--- config.mk ---
export PLATFORM = sky130hd
export DESIGN_NAME = riscv_test_monitor
export DESIGN_NICKNAME = d
export VERILOG_FILES = /design/src/rtl/riscv_test_monitor.sv
export SDC_FILE = /design/constraint.sdc
export NUM_CORES = 1
export LEC_CHECK = 0
export ABC_AREA = 0
export CAP_MARGIN = 10
export CORE_MARGIN = 1
export CORE_UTILIZATION = 46
export DETAILED_ROUTE_END_ITERATION = 12
export PLACE_DENSITY = 0.83
export SYNTH_ARGS = -nofsm -noshare
export SYNTH_HDL_FRONTEND = slang
export SYNTH_SLANG_ARGS = --single-unit
--- constraint.sdc ---
create_clock -name sys_clk_i -period 2 [get_ports sys_clk_i]
set_input_delay 0.2 -clock sys_clk_i [delete_from_list [all_inputs] [get_ports sys_clk_i]]
set_output_delay 0.2 -clock sys_clk_i [all_outputs]
set_load 0.005 [all_outputs]
--- src/rtl/riscv_test_monitor.sv ---
// riscv_test_monitor
// Sequencer and verdict checker for riscv-tests images on an RV32I core.
// Holds the core in reset, releases it, snoops the register-file write port
// for the done/result/test-number registers, applies a watchdog, and reports
// a one-cycle verdict. Optional regression totals are built only when the
// macro TEST_MON_STATS_EN is defined; otherwise they read as zero.
//
// Ports:
//   sys_clk_i, rst_n_i         clock, asynchronous active-low reset
//   start_i                    run one test (accepted only when idle)
//   clear_stats_i              synchronous clear of the pass/fail totals
//   rf_we_i/rf_waddr_i/rf_wdata_i  snooped core register-file write port
//   core_rst_n_o               active-low reset driven to the core
//   busy_o, done_o             sequencer busy, one-cycle verdict strobe
//   pass_o, timeout_o          verdict and watchdog cause
//   fail_testnum_o             last captured test number
//   cycle_count_o              RUN cycles of the last test
//   pass_cnt_o, fail_cnt_o     saturating regression totals

module riscv_test_monitor #(
   parameter int unsigned RESET_CYCLES   = 10,
   parameter int unsigned SETTLE_CYCLES  = 20,
   parameter int unsigned TIMEOUT_CYCLES = 100000,
   parameter int unsigned DONE_REG       = 26,
   parameter int unsigned RESULT_REG     = 27,
   parameter int unsigned TESTNUM_REG    = 3,
   parameter int unsigned CYC_W          = 32,
   parameter int unsigned CNT_W          = 8
) (
   input  logic             sys_clk_i,
   input  logic             rst_n_i,
   input  logic             start_i,
   input  logic             clear_stats_i,
   input  logic             rf_we_i,
   input  logic [4:0]       rf_waddr_i,
   input  logic [31:0]      rf_wdata_i,
   output logic             core_rst_n_o,
   output logic             busy_o,
   output logic             done_o,
   output logic             pass_o,
   output logic             timeout_o,
   output logic [31:0]      fail_testnum_o,
   output logic [CYC_W-1:0] cycle_count_o,
   output logic [CNT_W-1:0] pass_cnt_o,
   output logic [CNT_W-1:0] fail_cnt_o
);

   localparam int unsigned DCNT_MAX    = (RESET_CYCLES > SETTLE_CYCLES) ? RESET_CYCLES : SETTLE_CYCLES;
   localparam int unsigned DCNT_W      = $clog2(DCNT_MAX + 1);
   localparam int unsigned RESET_LOAD  = RESET_CYCLES - 1;
   localparam int unsigned SETTLE_LOAD = (SETTLE_CYCLES == 0) ? 0 : SETTLE_CYCLES - 1;
   localparam int unsigned TIMEOUT_LAST = TIMEOUT_CYCLES - 1;

   typedef enum logic [2:0] {
      S_IDLE,
      S_RESET,
      S_RUN,
      S_SETTLE,
      S_REPORT
   } state_t;

   state_t            state;
   logic [DCNT_W-1:0] dcnt;
   logic [31:0]       result;

   logic        snoop;
   logic        wr_valid;
   logic        tn_hit;
   logic        res_hit;
   logic        done_hit;
   logic        timeout_hit;
   logic [31:0] result_nxt;

   // Snoop decode; writes to x0 never qualify.
   assign snoop       = (state == S_RUN) || (state == S_SETTLE);
   assign wr_valid    = rf_we_i && (rf_waddr_i != 5'd0);
   assign tn_hit      = snoop && wr_valid && (rf_waddr_i == 5'(TESTNUM_REG));
   assign res_hit     = snoop && wr_valid && (rf_waddr_i == 5'(RESULT_REG));
   assign done_hit    = (state == S_RUN) && wr_valid && (rf_waddr_i == 5'(DONE_REG))
                        && (rf_wdata_i != 32'd0);
   assign timeout_hit = (cycle_count_o == CYC_W'(TIMEOUT_LAST));
   // Verdict sees a result write landing in the very last snooping cycle.
   assign result_nxt  = res_hit ? rf_wdata_i : result;

   // Sequencer FSM with registered outputs.
   always_ff @(posedge sys_clk_i or negedge rst_n_i) begin
      if (!rst_n_i) begin
         state          <= S_IDLE;
         dcnt           <= '0;
         result         <= '0;
         fail_testnum_o <= '0;
         cycle_count_o  <= '0;
         core_rst_n_o   <= 1'b0;
         busy_o         <= 1'b0;
         done_o         <= 1'b0;
         pass_o         <= 1'b0;
         timeout_o      <= 1'b0;
      end else begin
         done_o <= 1'b0;
         if (tn_hit) begin
            fail_testnum_o <= rf_wdata_i;
         end
         if (res_hit) begin
            result <= rf_wdata_i;
         end
         case (state)
            S_IDLE: begin
               if (start_i) begin
                  state          <= S_RESET;
                  busy_o         <= 1'b1;
                  dcnt           <= DCNT_W'(RESET_LOAD);
                  result         <= '0;
                  fail_testnum_o <= '0;
                  cycle_count_o  <= '0;
                  pass_o         <= 1'b0;
                  timeout_o      <= 1'b0;
               end
            end
            S_RESET: begin
               if (dcnt == DCNT_W'(0)) begin
                  state        <= S_RUN;
                  core_rst_n_o <= 1'b1;
               end else begin
                  dcnt <= dcnt - DCNT_W'(1);
               end
            end
            S_RUN: begin
               // A done write beats a simultaneous watchdog expiry.
               if (done_hit) begin
                  if (SETTLE_CYCLES == 0) begin
                     state  <= S_REPORT;
                     done_o <= 1'b1;
                     pass_o <= (result_nxt == 32'd1);
                  end else begin
                     state <= S_SETTLE;
                     dcnt  <= DCNT_W'(SETTLE_LOAD);
                  end
               end else if (timeout_hit) begin
                  state     <= S_REPORT;
                  done_o    <= 1'b1;
                  timeout_o <= 1'b1;
                  pass_o    <= 1'b0;
               end else begin
                  cycle_count_o <= cycle_count_o + CYC_W'(1);
               end
            end
            S_SETTLE: begin
               if (dcnt == DCNT_W'(0)) begin
                  state  <= S_REPORT;
                  done_o <= 1'b1;
                  pass_o <= (result_nxt == 32'd1);
               end else begin
                  dcnt <= dcnt - DCNT_W'(1);
               end
            end
            S_REPORT: begin
               state        <= S_IDLE;
               busy_o       <= 1'b0;
               core_rst_n_o <= 1'b0;
            end
            default: begin
               state        <= S_IDLE;
               busy_o       <= 1'b0;
               core_rst_n_o <= 1'b0;
            end
         endcase
      end
   end

`ifdef TEST_MON_STATS_EN
   localparam logic [CNT_W-1:0] CNT_MAX = '1;

   // Regression totals, bumped during the REPORT cycle; clear has priority.
   always_ff @(posedge sys_clk_i or negedge rst_n_i) begin
      if (!rst_n_i) begin
         pass_cnt_o <= '0;
         fail_cnt_o <= '0;
      end else if (clear_stats_i) begin
         pass_cnt_o <= '0;
         fail_cnt_o <= '0;
      end else if (done_o) begin
         if (pass_o) begin
            if (pass_cnt_o != CNT_MAX) begin
               pass_cnt_o <= pass_cnt_o + CNT_W'(1);
            end
         end else if (fail_cnt_o != CNT_MAX) begin
            fail_cnt_o <= fail_cnt_o + CNT_W'(1);
         end
      end
   end
`else
   logic unused_clear_stats;

   assign unused_clear_stats = clear_stats_i;
   assign pass_cnt_o         = '0;
   assign fail_cnt_o         = '0;
`endif

endmodule

Word-level counts from Yosys, hierarchy flattened
Index checks and enable logic that the tools add are counted.
{"block": "totals", "ff_bits": 109, "out_inout_bits": 85, "wordCells": 92}
{"block": "classes", "addsub": 2, "muxes": 36, "n_eq_ne": 17, "reduce_logical": 25, "bitwise": 2}
{"cell": "32-bit two-way mux", "count": 9}
{"cell": "32-bit case mux with 2 select lines", "count": 1}
{"cell": "32-bit by 1-bit adder with 32-bit output, second input constant", "count": 1}
{"cell": "32-bit by 1-bit == test with 1-bit output, second input constant", "count": 1}
{"cell": "32-bit by 17-bit == test with 1-bit output, second input constant", "count": 1}
{"cell": "32-bit nonzero test", "count": 1}
{"cell": "4-bit AND reduction", "count": 4}
{"cell": "3-bit two-way mux", "count": 5}
{"cell": "5-bit two-way mux", "count": 3}
{"cell": "5-bit case mux with 3 select lines", "count": 1}
{"cell": "2-bit != test, second input constant", "count": 7}
{"cell": "3-bit case mux with 4 select lines", "count": 1}
{"cell": "1-bit two-way mux", "count": 11}
{"cell": "5-bit == test, second input constant", "count": 2}
{"cell": "1-bit case mux with 2 select lines", "count": 4}
{"cell": "1-bit logical AND", "count": 7}
{"cell": "3-bit by 2-bit == test with 1-bit output, second input constant", "count": 2}
{"cell": "3-bit nonzero test", "count": 2}
{"cell": "3-bit OR reduction", "count": 2}
{"cell": "5-bit by 2-bit == test with 1-bit output, second input constant", "count": 1}
{"cell": "5-bit logical NOT", "count": 1}
{"cell": "5-bit AND reduction", "count": 1}
{"cell": "5-bit nonzero test", "count": 1}
{"cell": "5-bit by 1-bit subtractor with 5-bit output, second input constant", "count": 1}
{"cell": "other kinds (10)", "count": 12}

Depth between registers and ports, before layout
Gate-level depths: netlist (run 1).
{"block": "logic_depth", "ltp_word": 8, "mapped_depth": 8}

Worst setup path before layout (run 1)
OpenSTA, ideal clock, no wires.
{"block": "synth_path", "path_type": "register to register", "startpoint": "reg cycle_count_o[0]", "endpoint": "reg cycle_count_o[22]", "arrival_ps": 1987, "setup_slack_ps": -65, "period_less_slack_ps": 2065, "setup_time_ps": 78, "path_buffers": 0, "t_required_ps": 1922, "path_stages_with_launch": 7, "path_cell_list": "dfrtp_1 ha_1 and3_1 nand3_1 or4_1 a2111o_1 a21oi_1"}
{"block": "synth_via", "elab_chain_len": 4}
{"element": "from (decl)", "line": "43", "text": "output logic [CYC_W-1:0] cycle_count_o,"}
{"element": "from (signal assigned)", "line": "144", "text": "cycle_count_o <= cycle_count_o + CYC_W'(1);"}
{"element": "32-bit by 1-bit adder with 32-bit output", "line": "144"}
{"element": "32-bit two-way mux", "line": "138", "text": "end else if (timeout_hit) begin"}
{"element": "32-bit two-way mux", "line": "129", "text": "if (done_hit) begin"}
{"element": "32-bit case mux with 2 select lines", "line": "106", "text": "case (state)"}
Several ways; a longest one is shown, not always the timed one. The select of a mux whose other input is x is not followed.
A chain may end at the register's enable or synchronous reset.

Final worst setup path (run 1)
{"block": "layout_path", "startpoint": "reg cycle_count_o[11]", "endpoint": "reg cycle_count_o[11]"}
Same word-level chain as after synthesis.

==> results of run 1 <==
how the worst max path moves through the flow:
stage                         to  slack, ns               from  depth (start not counted)
2_1_floorplan  cycle_count_o[21]       0.01   cycle_count_o[0]                          8
3_3_place_gp   cycle_count_o[10]      -0.75      rf_wdata_i[1]                          7
3_5_place_dp   cycle_count_o[30]      -0.96      rf_wdata_i[1]                          7
4_1_cts         cycle_count_o[8]      0.001     rf_wdata_i[22]                          8
5_1_grt        cycle_count_o[11]      -0.40  cycle_count_o[11]                          6
6_report       cycle_count_o[11]      -0.30  cycle_count_o[11]                          6
kinds of logic (layout without fill, tap and decap cells):
kind of cell,count (synthesis),in the layout,synth area share
multiplexers,44,44,0.0783
XOR/XNOR,3,3,0.00466
buffers and inverters,71,275,0.0621
flip-flops,109,109,0.483
AO/OA/AOI/OAI,110,112,0.143
AND/OR/NAND/NOR,256,256,0.221
adder cells (fa/ha/maj),3,3,0.00665
other,1,16,0.000665
cell type report:
class,instances,area [um2],share of cell area
Inverter,14,52.6,0.00603
Clock inverter,6,46.3,0.00531
Clock buffer,10,229,0.0263
Timing Repair Buffer,245,2300,0.264
Tap cell,147,184,0.0211
Sequential cell,109,2730,0.314
Multi-Input combinational cell,434,3170,0.364
flip-flops by register name (all words and copies together) (netlist names), 3 cells and up:
signal          cells
cycle_count_o      32
dcnt                5
fail_testnum_o     32
result             32
state               3
critical path: stages (launching register included):
cell and delay, ns:
dfrtp_1 0.43, buf_4 0.17, nor4_4 0.33, nand3_4 0.16, o31a_4 0.45, o211ai_1 0.26, mux2i_1 0.39
cells in the final DEF, fill, tap and decap left out, types with 14 or more instances in the layout:
| master | count |
|---|---|
| nor2_1 | 48 |
| dfrtp_1 | 104 |
| mux2i_1 | 43 |
| buf_4 | 116 |
| dlygate4sd2_1 | 24 |
| clkdlybuf4s50_1 | 77 |
| a21oi_1 | 42 |
| conb_1 | 16 |
| nand2_1 | 91 |
| nand4_1 | 17 |
| inv_1 | 14 |
| nand3_1 | 14 |
power by group through the flow:
stage               registers [mW]  logic, mW  clock network [mW]
CTS                           2.65       2.08                1.73
detailed placement            2.68       1.97                   0
global route                  2.70       2.49                1.81
global placement              2.66       1.89                   0
floorplan                     2.68      0.934                   0
finish                        2.68       2.34                1.72
metal layers:
| metal | track usage | part of all wire |
|---|---|---|
| met3 | 0.0643 | 0.082 |
| met1 | 0.364 | 0.36 |
| met4 | 0.172 | 0.055 |
| met5 | 0 | 0 |
| met2 | 0.527 | 0.51 |
timing repair:
action	CTS	global route
resized for setup	95	46
cloned	4	3
hold buffers	1	0
endpoints found under the setup margin	40	37
pin swaps	30	35
endpoints found under the hold margin	20	0
buffers inserted	6	17
==> metrics.txt, run 1 <==
switching power=between 2 and 2.5 mW; Port Buffer Count=109; area of the mapped netlist=5640 um2; Die Wd=between 100 and 150 um; RR Startpoint=cycle_count_o[11]; power density over the cells=774 nW/um2; H-Tree Level Count=3; Slew @ Worst Pin=0.703 ns; final setup margin=-0.304 ns; Max VDD drop=0.524 mV; final worst path period share=1.15; total power=6.74 mW; Min-Delay Endpoint=result[8]; post-synthesis area per instance=9.45 um2; Finished Cell Area=slightly below 9000 um2; RSZ-0062 raised after global routing=true; Max Transition Viols Final=0; sequential area share after synthesis=0.483; min Tclk post-route=2.30 ns; grt ovf=0; vias in the first global route=5,923; synth top area cells=dfrtp_1 48%, mux2i_1 7.6%, nand2_1 6.2%; Hold WC Path Type=in -> reg; R2R Path End=cycle_count_o[11]; Fin Setup TNS=-2.93 ns; initial antenna violation count=0; antenna viol nets, final=0; fill cell count=803; Lkg Pwr=3.94 nW; CP Max Fanout=5; Hold Fails Final Rpt=0; Setup crit end kind=flop; worst-case reg-to-reg path depth=6; top cell type's share of synthesized area=0.483; clk_lat worst skew=0.37 ns; global-route wire length before repair=~30,000 um; die height=around 110 um; core box area=12,000 um2; Sink Count=109; placer congestion estimate=0.905; global-route usage over all layers=0.308; Die Area=approximately 13,000 um2; Fin Hold WS=0.252 ns; WL/cell=20.8 um; kind of critical path=reg -> reg; Clock Power Share=0.255; fmax=434 MHz; final setup vio count=34; ant diodes=0; DR vias=5,954; Post-synth EDFFs=0; Final Non-Filler Cells=just under 1,000; cells after synthesis=between 500 and 600; starting density of the core=0.472; largest area contributor in the netlist=dfrtp_1; Min-Delay Path Depth=4; Clk pin slew, worst setup/hold paths=0.08 ns; Nets=858; internal reg-to-reg setup slack=-0.30 ns; DRT Pass-1 Iters=5; Slew headroom=0.530; Root Buffer=clkbuf_16; Post-Route WL=20,100 um; Inst Count DP=920; area post-placement=7600 um2; Logic pwr share=0.347; ys flop type=dfrtp_1; failing checks=negative setup slack; CP Launch Type=flop; top cells by count, synth=109 x dfrtp_1, 93 x nand2_1, 51 x nor2_1; Cell variety after synth=53; Yosys warning total=0; pre-CTS setup slack=-0.962 ns; DR iter-0 viols=about 620; Max Cap Viol=0; largest net degree at the start of global routing=62; Flop pwr share=0.398; flop and latch count out of synthesis=109; Hold Startpoint=rf_wdata_i[8]; most common cell in the netlist=dfrtp_1; Clock Path Buffers=2; Site Rows=40; I/O pin cnt=about 130; status=finished, violations left; Critical Path AT=2.55 ns; cts bufs inserted=9; final core occ=0.728; Area growth syn-to-layout=54.4%; switch share=0.349; asr flop ratio synth=1.00; clk_skew=0.0132 ns; vias per cell=6.17; layout cells sized above 1=0.289; CTS tree=yes; DRC Markers=0; data required time of the worst path=2.24 ns; Post-DP HPWL=roughly 12,000 um; Internal Power=4.39 mW
(Power assumes the default switching activity.)
==> run 2, diff against run 1 <==
--- a/config.mk
+++ b/config.mk
@@ -6,11 +6,11 @@
 export NUM_CORES = 1
 export LEC_CHECK = 0
 export ABC_AREA = 0
-export CAP_MARGIN = 10
+export CAP_MARGIN = 30
 export CORE_MARGIN = 1
-export CORE_UTILIZATION = 46
+export CORE_UTILIZATION = 51
 export DETAILED_ROUTE_END_ITERATION = 12
-export PLACE_DENSITY = 0.83
+export PLACE_DENSITY = 0.87
 export SYNTH_ARGS = -nofsm -noshare
 export SYNTH_HDL_FRONTEND = slang
 export SYNTH_SLANG_ARGS = --single-unit
==> constraint.sdc (replaced) <==
create_clock -name sys_clk_i -period 2.3 [get_ports sys_clk_i]
set_input_delay 0.23 -clock sys_clk_i [delete_from_list [all_inputs] [get_ports sys_clk_i]]
set_output_delay 0.23 -clock sys_clk_i [all_outputs]
set_load 0.005 [all_outputs]
==> run 2 against run 1 <==
  * Non-clock buffer count fell by 64
  * Cell count is 7.6% lower
  * Routed wire length decreased by 22%
  * Core utilization fell by 2.5 points
  * Clock power is 35% lower
  * Largest cell class unchanged
  * The flow now finishes without violations
  * Setup slack gained 0.37 ns
==> metrics.txt, run 2 (synthesized netlist as in run 1, its figures left out) <==
status=completed; Area growth syn-to-layout=34.4%; switching power=1.76 mW (-25%); H-Tree Level Count=3 (unchanged); register area=2730 um2 (-0.23%); Site Rows=38 (-5.0%); CP Max Fanout=8 (+3); Logic pwr share=0.322 (-0.025); RSZ-0062 raised after global routing=true; Clock Power Share=0.220 (-0.035); Max Transition Viols Final=0 (unchanged); Max stage delay cell, worst path=dfrtp_1; Lkg Pwr=3.46 nW (-12%); grt ovf=0 (unchanged); global-route wire length before repair=25,300 um (-17%); DRC Markers=0 (unchanged); multi-input logic area=2740 um2 (-13%); die height=107 um (-4.9%); Hold Fails Final Rpt=0 (unchanged); internal reg-to-reg setup slack=0.06 ns (+0.37 ns); crit path buf inv count=0 (-1); final setup vio count=0 (-100%); Fin Hold WS=0.254 ns (+0.00277 ns); Max Cap Viol=0 (unchanged); Port Buffer Count=109 (unchanged); Slew @ Worst Pin=0.649 ns (-0.0538 ns); DRT Pass-1 Iters=5 (unchanged); Nets=792 (-7.7%); Clock Path Buffers=2 (unchanged); Clk pin slew, worst setup/hold paths=0.11 ns (+0.03 ns); power density over the cells=668 nW/um2 (-14%); Flop pwr share=0.458 (+0.060); slowest cell delay on critical path=0.54 ns (+0.09 ns); area post-placement=7280 um2 (-4.2%); biggest regs=cycle_count_o (32), fail_testnum_o (32), result (32); clk_skew=0.0119 ns (-0.00135 ns); DR vias=5,308 (-11%); Crit path max-delay family=simple AND/OR/NAND/NOR gates; wire length on met3=1100 um (-33%); global-route usage over all layers=0.281 (-0.0271); Die Area=11,500 um2 (-9.6%); Critical Path, Cell by Cell=and4_1 -> nand3_1 -> or4_1 -> a2111o_1 -> a21oi_1; Max VDD drop=0.432 mV (-18%); Post-Route WL=15,700 um (-22%); Critical Path AT=2.54 ns (about the same); fill cell count=767 (-4.5%); final worst path period share=0.972 (-0.180); Internal Power=3.31 mW (-25%); DR iter-0 viols=380 (-38%); final core occ=0.703 (-0.0254); initial antenna violation count=0 (unchanged); Hold WC Path Type=in -> async; Top Layer Used=met4; Die Wd=107 um (-4.9%); core box area=10,800 um2 (-9.8%); ant diodes=0 (unchanged); DR WL met2=7840 um (-23%); WL/cell=17.6 um (-15%); most frequent cells in the layout=109 x dfrtp_1, 106 x clkdlybuf4s50_1, 93 x nand2_1, 65 x buf_4, 50 x nor2_1; CP Launch Type=flop; total power=5.07 mW (-25%); vias in the first global route=5,299 (-11%); layout cells sized above 1=0.154 (-0.134); clk_lat worst skew=0.38 ns (about the same); kind of critical path=reg -> reg; Slew headroom=0.567 (+0.0370); Post-DP HPWL=10,800 um (-8.5%); switch share=0.348 (-0.000778); Setup crit end kind=flop; fmax=447 MHz (+3.1%); pre-CTS setup slack=-0.495 ns (+0.467 ns); data required time of the worst path=2.60 ns (+0.36 ns); Finished Cell Area=7590 um2 (-13%); min Tclk post-route=2.24 ns (-0.0686 ns); starting density of the core=0.523 (+0.0511); I/O pin cnt=127 (unchanged); final setup margin=0.0641 ns (+0.369 ns); placer congestion estimate=0.901 (-0.41%); antenna viol nets, final=0 (unchanged); Root Buffer=clkbuf_8; Sink Count=109 (unchanged); vias per cell=5.95 (-3.6%); largest net degree at the start of global routing=68 (+9.7%); cts bufs inserted=9 (unchanged); most common cell after layout, fill and taps aside=dfrtp_1; CTS tree=yes; Met1 Wirelength=6460 um (-10%)
## run 2: cell types whose count changed in the layout (fill, tap and decap cells not counted), moves of 9 or more
| cell | delta |
|---|---|
| buf_4 | -51 |
| clkdlybuf4s50_1 | +29 |
| clkbuf_8 | +9 |
| clkbuf_16 | -9 |
| dlygate4sd2_1 | -24 |
| o41ai_1 | +10 |
## run 2: final timing paths
| kind | cells after the start | startpoint | endpoint |
|---|---|---|---|
| setup / recovery | 5 | cycle_count_o[11] | cycle_count_o[22] |
| hold / removal | 2 | rst_n_i | cycle_count_o[5] |
| setup reg to reg | 5 | cycle_count_o[11] | cycle_count_o[22] |
| hold reg to reg | 2 | core_rst_n_o | core_rst_n_o |
| max in group asynchronous | 3 | rst_n_i | dcnt[0] |
| min in group sys_clk_i | 4 | rf_wdata_i[5] | result[5] |
## run 2: power by group through the flow
stage | Clock, mW | Combinational [mW] | Sequential (mW)
floorplan | 0 | 0.811 | 2.33
global placement | 0 | 1.51 | 2.33
detailed placement | 0 | 1.59 | 2.34
CTS | 1.14 | 1.60 | 2.31
global route | 1.21 | 1.79 | 2.35
finish | 1.12 | 1.63 | 2.32
## run 2: through the flow
step                TNS (ns)  std cells
finish                     0        892
CTS                        0        890
global route          -0.123        892
detailed placement    -14.10        873
floorplan                  0        612
global placement      -11.46        872
## run 2: final cells by class
class | instances | share of cell area
inverters | 14 | 0.00693
well taps | 140 | 0.0231
clock buffers | 10 | 0.0168
repair buffers | 181 | 0.225
clock inverters | 6 | 0.00693
flip-flops and latches | 109 | 0.360
multi-input cells | 432 | 0.361
## run 2: worst reg2reg max path: cells and delay by family (launching register included)
family / cells / cell delay [ns]
compound gates: 2 / 0.55
flops: 1 / 0.54
simple gates: 3 / 1.07
## run 2: layer usage
| metal | track usage | vias to the layer above |
|---|---|---|
| li1 | - | 2440 |
| met1 | 0.356 | 2587 |
| met3 | 0.0438 | 30 |
| met2 | 0.474 | 251 |
| met4 | 0.129 | 0 |
| met5 | 0 | - |
## run 2: what timing repair did
action                     CTS  global route
buffers inserted             0             1
gates resized for setup      4            15
setup endpoints to repair    7            27
pin swaps                    0             2
hold endpoints to repair    15             0
hold buffers                 1             0
gates cloned                 0             1
